**src/rtl/shift_reg_cnt.sv**
```systemverilog
// shift_reg_cnt: loadable shift register with a saturating shift counter.
// A load starts a session. Each shift during the session advances cnt.
// The WIDTH-th shift ends the session and produces a one-cycle done pulse.
// Outside a session the register still shifts, but cnt stays parked at WIDTH.
// WIDTH is intended to lie in 2..32.
module shift_reg_cnt #(
   parameter int               WIDTH     = 8,
   parameter logic [WIDTH-1:0] RESET_VAL = '0,
   parameter bit               MSB_FIRST = 1'b0,
   localparam int              CW        = $clog2(WIDTH + 1)
) (
   input  logic             clk,
   input  logic             reset,
   input  logic             ld,
   input  logic             sh,
   input  logic             sin,
   input  logic [WIDTH-1:0] D,
   output logic [WIDTH-1:0] Q,
   output logic             sout,
   output logic [CW-1:0]    cnt,
   output logic             busy,
   output logic             done
);

   // cnt == CNT_IDLE means no session is running.
   localparam logic [CW-1:0] CNT_IDLE = CW'(WIDTH);
   localparam logic [CW-1:0] CNT_LAST = CW'(WIDTH - 1);

   logic [WIDTH-1:0] q_shift;
   logic [WIDTH-1:0] q_nxt;
   logic [CW-1:0]    cnt_nxt;
   logic             busy_nxt;
   logic             done_nxt;

   // The bit order fixes both the shift direction and which end feeds sout.
   generate
      if (MSB_FIRST) begin : g_msb_first
         assign q_shift = {Q[WIDTH-2:0], sin};
         assign sout    = Q[WIDTH-1];
      end else begin : g_lsb_first
         assign q_shift = {sin, Q[WIDTH-1:1]};
         assign sout    = Q[0];
      end
   endgenerate

   // Next-state selection: ld wins over sh. The counter only runs inside a session.
   always_comb begin
      q_nxt    = Q;
      cnt_nxt  = cnt;
      busy_nxt = busy;
      done_nxt = 1'b0;
      if (ld) begin
         q_nxt    = D;
         cnt_nxt  = '0;
         busy_nxt = 1'b1;
      end else if (sh) begin
         q_nxt = q_shift;
         if (busy) begin
            cnt_nxt = cnt + CW'(1);
            // The final shift of the session clears busy and raises done on the same edge.
            if (cnt == CNT_LAST) begin
               busy_nxt = 1'b0;
               done_nxt = 1'b1;
            end
         end
      end
   end

   // State registers. The asynchronous reset returns the block to idle.
   always_ff @(posedge clk or posedge reset) begin
      if (reset) begin
         Q    <= RESET_VAL;
         cnt  <= CNT_IDLE;
         busy <= 1'b0;
         done <= 1'b0;
      end else begin
         Q    <= q_nxt;
         cnt  <= cnt_nxt;
         busy <= busy_nxt;
         done <= done_nxt;
      end
   end

endmodule

```
**config.mk**
```make
export PLATFORM = sky130hd
export DESIGN_NAME = shift_reg_cnt
export DESIGN_NICKNAME = d
export VERILOG_FILES = /design/src/rtl/shift_reg_cnt.sv
export SDC_FILE = /design/constraint.sdc
export NUM_CORES = 1
export LEC_CHECK = 0
export CORE_UTILIZATION = 25
export DETAILED_ROUTE_END_ITERATION = 12
export PLACE_DENSITY = 0.56
export SETUP_SLACK_MARGIN = 0.4
export SLEW_MARGIN = 20
export SYNTH_ARGS = -nofsm -noshare
export SYNTH_HDL_FRONTEND = slang
export SYNTH_SLANG_ARGS = --single-unit
```
**constraint.sdc**
```tcl
create_clock -name clk -period 1.27 [get_ports clk]
set_input_delay 0.381 -clock clk [delete_from_list [all_inputs] [get_ports clk]]
set_output_delay 0.381 -clock clk [all_outputs]
set_load 0.1 [all_outputs]
```
After elaboration in Yosys (flattened, before gate mapping) --
Index checks and enable logic that the tools add are counted.
Operators by class: $add $sub $neg 1, $mul 0, divide/modulo/power cells 0, magnitude comparators 0, eq/ne operators 1, shift operators 0, mux-type cells 13, bitwise gates (word level) 0, reduce and logical (&&, ||, !) cells 3
Operator list (count):
- 8-bit two-way mux | 2
- 4-bit two-way mux | 3
- 1-bit two-way mux | 8
- 4-bit by 1-bit adder with 4-bit output (second input constant) | 1
- 4-bit by 3-bit equality test with 1-bit output (second input constant) | 1
- 2-bit nonzero test | 2
- 2-bit AND reduction | 1
Word-level totals: flip-flop bits (word level) 14, latch bits 0, memory bits (writable) 0, memory bits (read-only) 0, bits of input ports 13, output and inout bits 15, logic and storage cells 22, memories kept 0

Depth between registers and ports, before layout --
depth in word-level cells 5, gate-level depth with buffers 4, mapped depth without buffers 4

Worst setup path before layout --
No wires, ideal clock.
path type reg2out, start point register Q[0], end point output Q[0], arrival 1.339 ns, data required time 0.889 ns, setup slack -0.450 ns, stages on the path, launching flop included 2, buffers on the path 1, cell sequence dfrtp_1 > buf_4
RTL lines:
- start: declaration | RTL line 18 | output logic [WIDTH-1:0] Q,
- start signal: assignment | RTL line 77 | Q <= q_nxt;
No word-level cell between the ends.

Final worst setup path --
start point register cnt[3], end point output cnt[3]
RTL lines:
- start: declaration | RTL line 20 | output logic [CW-1:0] cnt,
- start signal: assignment | RTL line 78 | cnt <= cnt_nxt;
No word-level cell between the ends.

==> metrics.txt <==
# TYPE chip_impl_metric gauge
chip_impl_info{name="run_status",value="complete, but fails checks"} 1
chip_impl_info{name="violations",value="negative setup slack"} 1
chip_impl_metric{name="synthesis.nets",unit=""} 74
chip_impl_metric{name="placement.setup.worst_slack",unit="ns"} -0.310
chip_impl_metric{name="syn_avg_cell_area",unit="um^2"} 10.7
chip_impl_metric{name="grt_overflow",unit=""} 0
chip_impl_info{name="layout.cells.most_common",value="buf_12"} 1
chip_impl_info{name="layout.cells.most_common_list",value="16 x buf_12, 14 x buf_6, 13 x dfrtp_4, 10 x clkdlybuf4s50_1, 9 x nand2_1"} 1
chip_impl_info{name="hold_path_class",value="in -> async"} 1
chip_impl_metric{name="detailed_route_vias_per_instance",unit=""} 4.60
chip_impl_metric{name="globalplace.congestion",unit=""} 0.651
chip_impl_metric{name="hold_viol",unit=""} 0
chip_impl_info{name="path_class",value="reg -> out"} 1
chip_impl_metric{name="grt_max_degree",unit=""} 15
chip_impl_metric{name="max-clock-path-buffers",unit=""} 2
chip_impl_metric{name="fin_crit_sh",unit=""} 1.16
chip_impl_metric{name="fill_cells",unit=""} 198
chip_impl_metric{name="setup_viol_count_final",unit=""} 15
chip_impl_metric{name="floorplan.die.height",unit="um"} 52.6
chip_impl_metric{name="power.density_cell_area",unit="mW/mm^2"} 1030
chip_impl_metric{name="sw_frac_of_total",unit=""} 0.381
chip_impl_metric{name="track_usage",unit=""} 0.152
chip_impl_metric{name="nNetsFinal",unit=""} 125
chip_impl_metric{name="critPathMaxStageDelay",unit="ns"} 0.64
chip_impl_metric{name="mappedNetlistArea",unit="um^2"} 641
chip_impl_info{name="critical-path-top-delay-family",value="flip-flops"} 1
chip_impl_metric{name="detailed_placer_s_ending_hpwl",unit="um"} 1040
chip_impl_metric{name="route.detailed.drc",unit=""} 0
chip_impl_info{name="tritoncts_clock_tree",value="done"} 1
chip_impl_metric{name="dieArea",unit="mm^2"} 0.00277
chip_impl_metric{name="area_delta_synth_final",unit="%"} 127
chip_impl_metric{name="netlist_instances",unit=""} 60
chip_impl_metric{name="detailedRoute.firstPassIterationCount",unit=""} 2
chip_impl_metric{name="worst-endpoint-required",unit="ns"} 0.89
chip_impl_metric{name="place.detailed.instances",unit=""} 116
chip_impl_metric{name="netSwitchingPower",unit="mW"} 0.570
chip_impl_metric{name="drt_iter0_drc",unit=""} 4
chip_impl_metric{name="synth.ff_latch_count",unit=""} 14
chip_impl_metric{name="power_frac_comb",unit=""} 0.454
chip_impl_metric{name="num_rows",unit=""} 17
chip_impl_metric{name="floorplan.initialDensity",unit=""} 0.276
chip_impl_metric{name="io_pins",unit=""} 28
chip_impl_info{name="critical_path_end_type",value="output pin"} 1
chip_impl_metric{name="area.sequential",unit="um^2"} 404
chip_impl_metric{name="routed_wire_length_per_instance",unit="um"} 13.0
chip_impl_metric{name="post-route-worst-setup-slack",unit="ns"} -0.200
chip_impl_metric{name="synth_cell_types",unit=""} 18
chip_impl_metric{name="cts_made_buffers",unit=""} 3
chip_impl_metric{name="clock_share_of_power",unit=""} 0.180
chip_impl_metric{name="timing.critical_path.fanout_max",unit=""} 2
chip_impl_metric{name="antenna_cells_inserted",unit=""} 0
chip_impl_info{name="critical_path.cell_chain",value="buf_12"} 1
chip_impl_metric{name="highest_clock_rate",unit="MHz"} 680
chip_impl_metric{name="critical_path_arrival",unit="ns"} 1.09
chip_impl_metric{name="maxCapViolations",unit=""} 0
chip_impl_metric{name="ratio_of_cells_with_drive_above_1_in_the_final_layout",unit=""} 0.573
chip_impl_metric{name="total_leakage_power",unit="nW"} 0.621
chip_impl_metric{name="final_antenna_net_count",unit=""} 0
chip_impl_metric{name="wl",unit="um"} 1790
chip_impl_info{name="critPathSlowestCell",value="dfstp_4"} 1
chip_impl_metric{name="vdd_ir_drop_max",unit="mV"} 0.666
chip_impl_metric{name="floorplan.core_area",unit="mm^2"} 0.00232
chip_impl_metric{name="finalWorstPathRequiredPeriod",unit="ns"} 1.47
chip_impl_metric{name="final.setup_skew",unit="ns"} 0.00130
chip_impl_metric{name="final_util",unit=""} 0.626
chip_impl_metric{name="ys_warn_count",unit=""} 0
chip_impl_metric{name="timing.final.max_slew_violations",unit=""} 0
chip_impl_metric{name="routed-via-count",unit=""} 635
chip_impl_info{name="critPathLaunchType",value="register"} 1
chip_impl_metric{name="place.port_buffers",unit=""} 27
chip_impl_info{name="ctsRootBufferMaster",value="clkbuf_4"} 1
chip_impl_metric{name="clk_transition_reported_paths",unit="ns"} 0.08
chip_impl_metric{name="source_to_sink_clock_delay_at_the_later_pin_of_the_worst_skew_pair",unit="ns"} 0.28
chip_impl_metric{name="p_int",unit="mW"} 0.924
chip_impl_metric{name="cts_sinks",unit=""} 14
chip_impl_metric{name="seq_power_share",unit=""} 0.365
chip_impl_metric{name="tightest_slew",unit="ns"} 0.180
chip_impl_metric{name="grt_pass1_vias",unit=""} 640
chip_impl_metric{name="worst-path-buf-inv",unit=""} 1
chip_impl_metric{name="multiInputGateArea",unit="um^2"} 299
chip_impl_metric{name="global_route_wire_length_before_repair",unit="um"} 2970
chip_impl_metric{name="cts_max_level",unit=""} 1
chip_impl_info{name="rsz0062_at_grt",value="yes"} 1
chip_impl_metric{name="slew_headroom",unit=""} 0.879
chip_impl_metric{name="grt_antenna_before_repair",unit=""} 0
chip_impl_metric{name="instances_no_fill",unit=""} 138
chip_impl_metric{name="synth-seq-area-share",unit=""} 0.549
chip_impl_metric{name="fp.dieW",unit="um"} 52.6
## Yosys cell counts, drive strengths merged
cell / instances / share of area
a21o: 1 / 0.012
a21oi: 2 / 0.016
buf: 2 / 0.023
clkbuf: 2 / 0.012
dfrtp: 13 / 0.51
dfstp: 1 / 0.041
ha: 1 / 0.020
inv: 1 / 0.0059
mux2i: 8 / 0.13
nand2: 10 / 0.063
nand3: 3 / 0.023
nand4b: 1 / 0.014
nor2: 2 / 0.012
nor3b: 1 / 0.020
o21ai: 9 / 0.070
or3: 1 / 0.0098
xor2: 2 / 0.027
## layout make-up
cell class,count,area share
Clock buffer,4,0.0181
Inverter,1,0.00259
Tap cell,28,0.0241
Timing Repair Buffer,50,0.471
Sequential cell,14,0.278
Multi-Input combinational cell,41,0.206
## path summary, 6_finish.rpt
| check | startpoint | to | slack, ns | cells after the start |
|---|---|---|---|---|
| min in group clk | sh | cnt[3] | 0.57 | 4 |
| setup reg to reg | cnt[2] | cnt[3] | 0.06 | 5 |
| max in group asynchronous | reset | cnt[3] | 0.65 | 3 |
| hold / removal | reset | Q[3] | 0.38 | 3 |
| setup / recovery | cnt[3] | cnt[3] | -0.20 | 1 |
| hold reg to reg | Q[2] | Q[1] | 0.67 | 2 |
## flip-flops by register name (all words and copies together) (netlist names)
name  cells
Q         8
busy      1
cnt       4
done      1
## through the flow
stage / power [mW] / setup TNS [ns] / cell area [um^2] / hold slack (ns)
2_1_floorplan: 0.892 / 0 / 723 / 0.270
3_3_place_gp: 1.12 / -3.31 / 1200 / 0.608
3_5_place_dp: 1.13 / -3.57 / 1200 / 0.624
4_1_cts: 1.48 / -1.38 / 1390 / 0.378
5_1_grt: 1.55 / -1.54 / 1450 / 0.414
6_report: 1.49 / -1.24 / 1450 / 0.381
## kinds of logic after synthesis
group	Yosys count	share of synthesized area
compound gates	12	0.0977
xor+xnor	2	0.0273
fa+ha+maj	1	0.0195
buf+inv	5	0.0410
flops	14	0.549
mux	8	0.125
simple gates	18	0.141
## layer usage
layer / wire length, um / vias to the layer above / track usage
li1: - / 311 / -
met1: 806 / 301 / 0.198
met2: 875 / 20 / 0.234
met3: 95 / 3 / 0.0551
met4: 11 / 0 / 0.0439
met5: 0 / - / 0
## repair_timing
item,4_1_cts,5_1_grt
cloned,1,0
setup buffers,11,6
endpoints found under the setup margin,29,29
hold buffers,0,0
pin swaps,4,9
gates resized for setup,17,4
## power groups by stage
| stage | clock network, mW | logic, mW | registers [mW] |
|---|---|---|---|
| final | 0.269 | 0.679 | 0.546 |
| after global routing | 0.289 | 0.708 | 0.550 |
| after CTS | 0.279 | 0.651 | 0.546 |
| after detailed placement | 0 | 0.564 | 0.563 |
| after global placement | 0 | 0.561 | 0.563 |
| after floorplan | 0 | 0.111 | 0.782 |
(Power assumes the default switching activity.)
